[src/rtl/ctrl_pipe_pkg.sv]
// Shared constants for the control-propagation pipeline: condition codes,
// NZCV bit positions and register-write codes.
package ctrl_pipe_pkg;

   typedef enum logic [3:0] {
      COND_EQ = 4'h0, COND_NE = 4'h1, COND_CS = 4'h2, COND_CC = 4'h3,
      COND_MI = 4'h4, COND_PL = 4'h5, COND_VS = 4'h6, COND_VC = 4'h7,
      COND_HI = 4'h8, COND_LS = 4'h9, COND_GE = 4'hA, COND_LT = 4'hB,
      COND_GT = 4'hC, COND_LE = 4'hD, COND_AL = 4'hE, COND_NV = 4'hF
   } cond_e;

   // Bit positions inside the NZCV nibble (the top four bits of the flags register)
   localparam int FLAG_N = 3;
   localparam int FLAG_Z = 2;
   localparam int FLAG_C = 1;
   localparam int FLAG_V = 0;

   localparam logic [1:0] RW_NONE = 2'b00;
   localparam logic [1:0] RW_32   = 2'b01;
   localparam logic [1:0] RW_64   = 2'b11;

   // Single-bit side-effect controls carried down the post-E chain
   typedef struct packed {
      logic mem_write;
      logic pc_write;
      logic pc_src;
   } side_t;

endpackage

[src/rtl/ctrl_pipe_gen_if.sv]
// Decode-side inputs and pipeline-state outputs of ctrl_pipe_gen.
// master = decoder/hazard side, slave = the pipeline.
interface ctrl_pipe_gen_if #(
   parameter int CTRL_W = 8,
   parameter int RW_W   = 2,
   parameter int FLAG_W = 5
);
   logic              validD;
   logic [CTRL_W-1:0] ctrlD;
   logic [RW_W-1:0]   reg_writeD;
   logic              mem_writeD;
   logic              branchD;
   logic              pc_writeD;
   logic              no_writeD;
   logic [1:0]        flag_writeD;
   logic [3:0]        condD;
   logic [FLAG_W-1:0] alu_flagsE;
   logic              flushE;
   logic              stallE;

   logic [CTRL_W-1:0] ctrlE;
   logic              cond_exE;
   logic              branch_takenE;
   logic [FLAG_W-1:0] flagsE;
   logic [CTRL_W-1:0] ctrlM;
   logic [CTRL_W-1:0] ctrlW;
   logic [RW_W-1:0]   reg_writeM;
   logic [RW_W-1:0]   reg_writeW;
   logic              mem_writeM;
   logic              pc_srcW;
   logic              pc_wr_pendingF;

   modport master (
      output validD, ctrlD, reg_writeD, mem_writeD, branchD, pc_writeD, no_writeD,
             flag_writeD, condD, alu_flagsE, flushE, stallE,
      input  ctrlE, cond_exE, branch_takenE, flagsE, ctrlM, ctrlW, reg_writeM,
             reg_writeW, mem_writeM, pc_srcW, pc_wr_pendingF
   );

   modport slave (
      input  validD, ctrlD, reg_writeD, mem_writeD, branchD, pc_writeD, no_writeD,
             flag_writeD, condD, alu_flagsE, flushE, stallE,
      output ctrlE, cond_exE, branch_takenE, flagsE, ctrlM, ctrlW, reg_writeM,
             reg_writeW, mem_writeM, pc_srcW, pc_wr_pendingF
   );
endinterface

[src/rtl/ctrl_cond_check.sv]
// Combinational ARM condition evaluation: 4-bit condition + NZCV -> pass.
module ctrl_cond_check
   import ctrl_pipe_pkg::*;
(
   input  logic [3:0] i_cond,
   input  logic [3:0] i_nzcv,
   output logic       o_pass
);
   logic w_n, w_z, w_c, w_v;
   assign w_n = i_nzcv[FLAG_N];
   assign w_z = i_nzcv[FLAG_Z];
   assign w_c = i_nzcv[FLAG_C];
   assign w_v = i_nzcv[FLAG_V];

   always_comb begin
      o_pass = 1'b0;
      case (i_cond)
         COND_EQ: o_pass = w_z;
         COND_NE: o_pass = ~w_z;
         COND_CS: o_pass = w_c;
         COND_CC: o_pass = ~w_c;
         COND_MI: o_pass = w_n;
         COND_PL: o_pass = ~w_n;
         COND_VS: o_pass = w_v;
         COND_VC: o_pass = ~w_v;
         COND_HI: o_pass = w_c & ~w_z;
         COND_LS: o_pass = ~w_c | w_z;
         COND_GE: o_pass = (w_n == w_v);
         COND_LT: o_pass = (w_n != w_v);
         COND_GT: o_pass = ~w_z & (w_n == w_v);
         COND_LE: o_pass = w_z | (w_n != w_v);
         COND_AL, COND_NV: o_pass = 1'b1;
      endcase
   end
endmodule

[src/rtl/ctrl_pipe_gen.sv]
// Control-propagation pipeline D->E->stage 1..N_POST with E-stage condition
// evaluation and flags update. Optional hold of E via macro CTRL_PIPE_STALL_EN.
module ctrl_pipe_gen
   import ctrl_pipe_pkg::*;
#(
   parameter int CTRL_W = 8,
   parameter int RW_W   = 2,
   parameter int FLAG_W = 5,
   parameter int N_POST = 2
) (
   input  logic             clk,
   input  logic             reset,
   ctrl_pipe_gen_if.slave   bus
);
   logic              r_validE, r_memwE, r_brE, r_pcwE, r_nowE;
   logic [CTRL_W-1:0] r_ctrlE;
   logic [RW_W-1:0]   r_rwE;
   logic [1:0]        r_fwE;
   logic [3:0]        r_condE;
   logic [FLAG_W-1:0] r_flags;
   logic              w_stall, w_pass, w_cond_ex;

`ifdef CTRL_PIPE_STALL_EN
   assign w_stall = bus.stallE;
`else
   logic w_unused_stall;
   assign w_unused_stall = bus.stallE;
   assign w_stall        = 1'b0;
`endif

   always_ff @(posedge clk or posedge reset) begin
      if (reset) begin
         r_validE <= 1'b0; r_ctrlE <= '0; r_rwE <= '0; r_memwE <= 1'b0; r_brE <= 1'b0;
         r_pcwE <= 1'b0; r_nowE <= 1'b0; r_fwE <= '0; r_condE <= '0;
      end else if (bus.flushE) begin
         r_validE <= 1'b0; r_ctrlE <= '0; r_rwE <= '0; r_memwE <= 1'b0; r_brE <= 1'b0;
         r_pcwE <= 1'b0; r_nowE <= 1'b0; r_fwE <= '0; r_condE <= '0;
      end else if (!w_stall) begin
         r_validE <= bus.validD;    r_ctrlE <= bus.ctrlD;     r_rwE <= bus.reg_writeD;
         r_memwE  <= bus.mem_writeD; r_brE  <= bus.branchD;   r_pcwE <= bus.pc_writeD;
         r_nowE   <= bus.no_writeD;  r_fwE  <= bus.flag_writeD; r_condE <= bus.condD;
      end
   end

   ctrl_cond_check u_cond (
      .i_cond (r_condE),
      .i_nzcv (r_flags[FLAG_W-1 -: 4]),
      .o_pass (w_pass)
   );

   assign w_cond_ex = r_validE & w_pass & ~w_stall;

   // flag_write[1] covers N,Z; flag_write[0] covers C,V and every extended bit below V
   logic [FLAG_W-1:0] w_fmask;
   always_comb begin
      w_fmask = '0;
      if (r_fwE[1]) w_fmask[FLAG_W-1 -: 2] = 2'b11;
      if (r_fwE[0]) w_fmask[FLAG_W-3:0]    = '1;
   end

   always_ff @(posedge clk or posedge reset) begin
      if (reset)          r_flags <= '0;
      else if (w_cond_ex) r_flags <= (r_flags & ~w_fmask) | (bus.alu_flagsE & w_fmask);
   end

   // Index 0 is the gated stage-1 input; index s is the output of stage s
   logic [N_POST:0]             w_vld_pipe;
   logic [N_POST:0][CTRL_W-1:0] w_ctrl_pipe;
   logic [N_POST:0][RW_W-1:0]   w_rw_pipe;
   side_t [N_POST:0]            w_side_pipe;

   assign w_vld_pipe[0]            = r_validE & ~w_stall;
   assign w_ctrl_pipe[0]           = w_stall ? '0 : r_ctrlE;
   assign w_rw_pipe[0]             = (w_cond_ex & ~r_nowE) ? r_rwE : RW_W'(RW_NONE);
   assign w_side_pipe[0].mem_write = r_memwE & w_cond_ex;
   assign w_side_pipe[0].pc_write  = r_pcwE & ~w_stall;
   assign w_side_pipe[0].pc_src    = r_pcwE & w_cond_ex;

   for (genvar s = 1; s <= N_POST; s++) begin : g_stage
      logic              r_vld;
      logic [CTRL_W-1:0] r_ctrl;
      logic [RW_W-1:0]   r_rw;
      side_t             r_side;
      always_ff @(posedge clk or posedge reset) begin
         if (reset) begin
            r_vld <= 1'b0; r_ctrl <= '0; r_rw <= '0; r_side <= '0;
         end else begin
            r_vld  <= w_vld_pipe[s-1];
            r_ctrl <= w_ctrl_pipe[s-1];
            r_rw   <= w_rw_pipe[s-1];
            r_side <= w_side_pipe[s-1];
         end
      end
      assign w_vld_pipe[s]  = r_vld;
      assign w_ctrl_pipe[s] = r_ctrl;
      assign w_rw_pipe[s]   = r_rw;
      assign w_side_pipe[s] = r_side;
   end

   // Pending PC write counts the raw pc_write of every valid instruction, taken or not
   logic w_pend;
   always_comb begin
      w_pend = (bus.validD & bus.pc_writeD) | (r_validE & r_pcwE);
      for (int s = 1; s <= N_POST; s++)
         w_pend = w_pend | (w_vld_pipe[s] & w_side_pipe[s].pc_write);
   end

   logic w_unused_tail;
   assign w_unused_tail = w_side_pipe[N_POST].mem_write;

   assign bus.ctrlE          = r_ctrlE;
   assign bus.cond_exE       = w_cond_ex;
   assign bus.branch_takenE  = r_brE & w_cond_ex;
   assign bus.flagsE         = r_flags;
   assign bus.ctrlM          = w_ctrl_pipe[1];
   assign bus.reg_writeM     = w_rw_pipe[1];
   assign bus.mem_writeM     = w_side_pipe[1].mem_write;
   assign bus.ctrlW          = w_ctrl_pipe[N_POST];
   assign bus.reg_writeW     = w_rw_pipe[N_POST];
   assign bus.pc_srcW        = w_side_pipe[N_POST].pc_src;
   assign bus.pc_wr_pendingF = ~reset & w_pend;

endmodule

[src/flat_wrapper.sv]
// flat-port wrapper written by rule: the top's interface ports become plain ports
module ctrl_pipe_gen_flat import ctrl_pipe_pkg::*;
#(
   parameter int CTRL_W = 8,
   parameter int RW_W   = 2,
   parameter int FLAG_W = 5,
   parameter int N_POST = 2
)
  (clk, reset, bus_validD, bus_ctrlD, bus_reg_writeD, bus_mem_writeD, bus_branchD, bus_pc_writeD, bus_no_writeD, bus_flag_writeD, bus_condD, bus_alu_flagsE, bus_flushE, bus_stallE, bus_ctrlE, bus_cond_exE, bus_branch_takenE, bus_flagsE, bus_ctrlM, bus_ctrlW, bus_reg_writeM, bus_reg_writeW, bus_mem_writeM, bus_pc_srcW, bus_pc_wr_pendingF);
  ctrl_pipe_gen_if #(.CTRL_W(CTRL_W), .RW_W(RW_W), .FLAG_W(FLAG_W)) bus_i ();
  input  logic clk;
  input  logic reset;
  input wire logic [$bits(bus_i.validD)-1:0] bus_validD;
  input wire logic [$bits(bus_i.ctrlD)-1:0] bus_ctrlD;
  input wire logic [$bits(bus_i.reg_writeD)-1:0] bus_reg_writeD;
  input wire logic [$bits(bus_i.mem_writeD)-1:0] bus_mem_writeD;
  input wire logic [$bits(bus_i.branchD)-1:0] bus_branchD;
  input wire logic [$bits(bus_i.pc_writeD)-1:0] bus_pc_writeD;
  input wire logic [$bits(bus_i.no_writeD)-1:0] bus_no_writeD;
  input wire logic [$bits(bus_i.flag_writeD)-1:0] bus_flag_writeD;
  input wire logic [$bits(bus_i.condD)-1:0] bus_condD;
  input wire logic [$bits(bus_i.alu_flagsE)-1:0] bus_alu_flagsE;
  input wire logic [$bits(bus_i.flushE)-1:0] bus_flushE;
  input wire logic [$bits(bus_i.stallE)-1:0] bus_stallE;
  output wire logic [$bits(bus_i.ctrlE)-1:0] bus_ctrlE;
  output wire logic [$bits(bus_i.cond_exE)-1:0] bus_cond_exE;
  output wire logic [$bits(bus_i.branch_takenE)-1:0] bus_branch_takenE;
  output wire logic [$bits(bus_i.flagsE)-1:0] bus_flagsE;
  output wire logic [$bits(bus_i.ctrlM)-1:0] bus_ctrlM;
  output wire logic [$bits(bus_i.ctrlW)-1:0] bus_ctrlW;
  output wire logic [$bits(bus_i.reg_writeM)-1:0] bus_reg_writeM;
  output wire logic [$bits(bus_i.reg_writeW)-1:0] bus_reg_writeW;
  output wire logic [$bits(bus_i.mem_writeM)-1:0] bus_mem_writeM;
  output wire logic [$bits(bus_i.pc_srcW)-1:0] bus_pc_srcW;
  output wire logic [$bits(bus_i.pc_wr_pendingF)-1:0] bus_pc_wr_pendingF;
  assign bus_i.validD = bus_validD;
  assign bus_i.ctrlD = bus_ctrlD;
  assign bus_i.reg_writeD = bus_reg_writeD;
  assign bus_i.mem_writeD = bus_mem_writeD;
  assign bus_i.branchD = bus_branchD;
  assign bus_i.pc_writeD = bus_pc_writeD;
  assign bus_i.no_writeD = bus_no_writeD;
  assign bus_i.flag_writeD = bus_flag_writeD;
  assign bus_i.condD = bus_condD;
  assign bus_i.alu_flagsE = bus_alu_flagsE;
  assign bus_i.flushE = bus_flushE;
  assign bus_i.stallE = bus_stallE;
  assign bus_ctrlE = bus_i.ctrlE;
  assign bus_cond_exE = bus_i.cond_exE;
  assign bus_branch_takenE = bus_i.branch_takenE;
  assign bus_flagsE = bus_i.flagsE;
  assign bus_ctrlM = bus_i.ctrlM;
  assign bus_ctrlW = bus_i.ctrlW;
  assign bus_reg_writeM = bus_i.reg_writeM;
  assign bus_reg_writeW = bus_i.reg_writeW;
  assign bus_mem_writeM = bus_i.mem_writeM;
  assign bus_pc_srcW = bus_i.pc_srcW;
  assign bus_pc_wr_pendingF = bus_i.pc_wr_pendingF;
  ctrl_pipe_gen #(.CTRL_W(CTRL_W), .RW_W(RW_W), .FLAG_W(FLAG_W), .N_POST(N_POST)) u_core (.clk(clk), .reset(reset), .bus(bus_i));
endmodule
[config.mk]
export PLATFORM = sky130hd
export DESIGN_NAME = ctrl_pipe_gen_flat
export DESIGN_NICKNAME = d
export VERILOG_FILES = /design/src/rtl/ctrl_pipe_pkg.sv /design/src/rtl/ctrl_pipe_gen_if.sv /design/src/rtl/ctrl_cond_check.sv /design/src/rtl/ctrl_pipe_gen.sv /design/src/flat_wrapper.sv
export SDC_FILE = /design/constraint.sdc
export NUM_CORES = 1
export LEC_CHECK = 0
export CAP_MARGIN = 20
export CORE_MARGIN = 2
export CORE_UTILIZATION = 45
export DETAILED_ROUTE_END_ITERATION = 10
export PLACE_DENSITY = 0.81
export SLEW_MARGIN = 40
export SYNTH_ARGS = -nofsm -noshare
export SYNTH_HDL_FRONTEND = slang
export SYNTH_SLANG_ARGS = --single-unit
[constraint.sdc]
create_clock -name clk -period 7.16 [get_ports clk]
set_input_delay 2.148 -clock clk [delete_from_list [all_inputs] [get_ports clk]]
set_output_delay 2.148 -clock clk [all_outputs]
set_load 0.01 [all_outputs]
==> metrics.csv <==
metric,value,unit
ant_nets,0,
ir_drop,0.000133,V
cts_tree,yes,
cts_setup_buffers,0,
fmax,181,MHz
port_buffers,66,
yosysSeqAreaShare,0.717,
swShare,0.233,
synth.area.top_cells,"dfrtp_1 72%, nor2b_1 7.8%, mux2_2 3.0%",
die_w,68.1,um
syn-instance-count,129,
routedWlPerCell,14.0,um
p_sw,0.000150,W
slew_headroom,0.495,
netlist_area,0.00185,mm2
fin_area,0.00265,mm2
power.density,243,mW/mm2
syn-num-nets,159,
antenna_found_initial,0,
grt_pass1_vias,1162,
grt_max_degree,54,
grtUsageTotal,0.170,
ys_seq_elements,53,
avgSynthCellArea,14.3,um2
leakagePower,1.16,nW
path_clk_slew,0.08,ns
seqPwrFrac,0.527,
worstHoldPathCells,0,
combPwrFrac,0.157,
cp-end-kind,primary output,
slew_violations,0,
rsz0062_at_grt,no,
pwr-share-clk,0.316,
yosysTopAreaCell,dfrtp_1,
drtIter0Drc,33,
ctsHtreeMaxLevel,2,
power.internal,0.000494,W
layout_common_cells,"66 x clkdlybuf4s50_1, 53 x dfrtp_1, 23 x nor2b_1",
vias_per_cell,4.79,
hold_violations,0,
max-cap-violations,0,
synth_cell_types,32,
fillers,289,
post-route-min-period,5.54,ns
drive_gt1_frac,0.103,
rows,23,
ios,68,
grt_pass1_wl,5.65,mm
finalSetupTns,0,ns
dpl.cell_count,237,
dieArea,0.00464,mm2
setup_viol,0,
clock_latency,0.30,ns
status,finished clean,
synth.top_cell.area_share,0.717,
cts-resized-gates,0,
numClockSinks,53,
hp-class,flop to flop,
tightest_slew,0.754,ns
cts_made_buffers,5,
start_util,0.466,
design.core.area,0.00397,mm2
worstSetupStartpointType,primary input,
yosysWarnings,0,
rr_worst_depth,6,
root_buffer,clkbuf_8,
dr.pass1.iters,3,
cp.arrival,3.39,ns
gp_congestion,0.769,
reg2reg_slack,4.94,ns
layout_commonest_cell,clkdlybuf4s50_1,
required,5.01,ns
final_cells,245,
dp_hpwl,2.62,mm
fin_skew,0.00570,ns
dieHeight,68.1,um
grt_overflow,0,
holdPathEnd,u_core.bus.pc_srcW$_DFF_PP0_,
post_dp_cell_area,0.00253,mm2
vias,1174,
drcViolationCount,0,
period_share,0.774,
final_nets,224,
finalWirelength,3.44,mm
hold_path.startpoint,u_core.g_stage[1].r_side[0]$_DFF_PP0_,
cts_max_path_buffers,2,
criticalPathCategory,primary input to primary output,
total_power,0.000645,W
cts.hold.buffers_added,0,
critical_path.max_fanout,2,
area_growth,43.2,%
antennaDiodeCount,0,
[kinds of logic (layout without fill, tap and decap cells)]
| kind of cell | count (synthesis) | after routing | synth area share |
|---|---|---|---|
| compound gates | 13 | 13 | 0.0575 |
| flops | 53 | 53 | 0.717 |
| mux | 5 | 5 | 0.0304 |
| xor+xnor | 3 | 3 | 0.0142 |
| buf+inv | 11 | 77 | 0.0311 |
| simple gates | 44 | 44 | 0.150 |
[per-stage QoR]
step	hold WS (ns)	setup slack, ns	util
6_report	0.358	1.62	0.667
5_1_grt	0.365	1.57	0.667
4_1_cts	0.360	1.61	0.667
3_5_place_dp	0.339	1.62	0.637
3_3_place_gp	0.336	1.65	0.636
2_1_floorplan	0.331	2.58	-
[flip-flops by register name (all words and copies together), names as in the netlist, named ones only]
register,cells
u_core.r_condE,4
u_core.bus.ctrlE,8
u_core.r_nowE,1
u_core.bus.ctrlM,8
u_core.bus.pc_srcW,1
u_core.r_validE,1
u_core.r_fwE,2
u_core.bus.reg_writeM,2
u_core.g_stage.r_side,3
u_core.bus.ctrlW,8
u_core.r_brE,1
u_core.r_memwE,1
u_core.bus.reg_writeW,2
u_core.r_rwE,2
u_core.r_pcwE,1
u_core.bus.mem_writeM,1
u_core.g_stage.r_vld,2
[per-layer routing]
layer  GRT usage  vias to the layer above  routed length [um]  share of wire
met3      0.0247                        6                 137          0.040
met1       0.220                      578                1440           0.42
met5           0                        -                   0              0
li1            -                      557                   -              -
met4      0.0825                        0                  56          0.016
met2       0.282                       33                1800           0.52
[cell type report]
type	count	area, um2	share of cell area
sequential	53	1330	0.500
timing repair buffer	66	661	0.249
multi-input combinational	65	467	0.176
clock buffer	6	82.6	0.0312
tap	50	62.6	0.0236
clock inverter	2	37.5	0.0142
inverter	3	13.8	0.00519
[power groups by stage]
stage | logic [W] | registers, W | clock network, W
2_1_floorplan | 0.0000386 | 0.000348 | 0
3_3_place_gp | 0.0000976 | 0.000344 | 0
3_5_place_dp | 0.000102 | 0.000346 | 0
4_1_cts | 0.000103 | 0.000340 | 0.000208
5_1_grt | 0.000111 | 0.000343 | 0.000222
6_report | 0.000101 | 0.000340 | 0.000203
[synth_stat cells]
| cell | n |
|---|---|
| nor2_2 | 1 |
| and3b_1 | 2 |
| o31a_1 | 1 |
| nor4_1 | 2 |
| nor4_2 | 1 |
| a32oi_1 | 2 |
| mux2_2 | 5 |
| a211oi_1 | 1 |
| inv_1 | 3 |
| nor2b_2 | 1 |
| clkbuf_1 | 3 |
| a21boi_0 | 2 |
| o31ai_1 | 1 |
| nor2_1 | 2 |
| nor2b_1 | 23 |
| and2_1 | 3 |
| clkbuf_2 | 1 |
| xnor2_1 | 1 |
| a21oi_1 | 1 |
| o311a_1 | 1 |
| a311oi_2 | 1 |
| xor2_1 | 2 |
| buf_4 | 4 |
| a22oi_1 | 2 |
| or4b_1 | 1 |
| and2_2 | 1 |
| and3_2 | 1 |
| nand2_1 | 4 |
| nand3_1 | 1 |
| nor3_1 | 1 |
| dfrtp_1 | 53 |
| o21ai_0 | 1 |
[worst max-delay path, cell delays in order]
cell and delay [ns]:
clkdlybuf4s50_1 0.48, a22oi_1 0.07, a21oi_1 0.15, clkdlybuf4s50_1 0.55
[worst max path at each step]
stage,from,end,slack (ns)
4_1_cts,bus_validD,bus_pc_wr_pendingF,1.61
5_1_grt,bus_validD,bus_pc_wr_pendingF,1.57
3_5_place_dp,bus_validD,bus_pc_wr_pendingF,1.62
6_report,bus_validD,bus_pc_wr_pendingF,1.62
3_3_place_gp,bus_validD,bus_pc_wr_pendingF,1.65
2_1_floorplan,bus_validD,bus_pc_wr_pendingF,2.58
No activity file was read; power rests on OpenSTA's default activity.
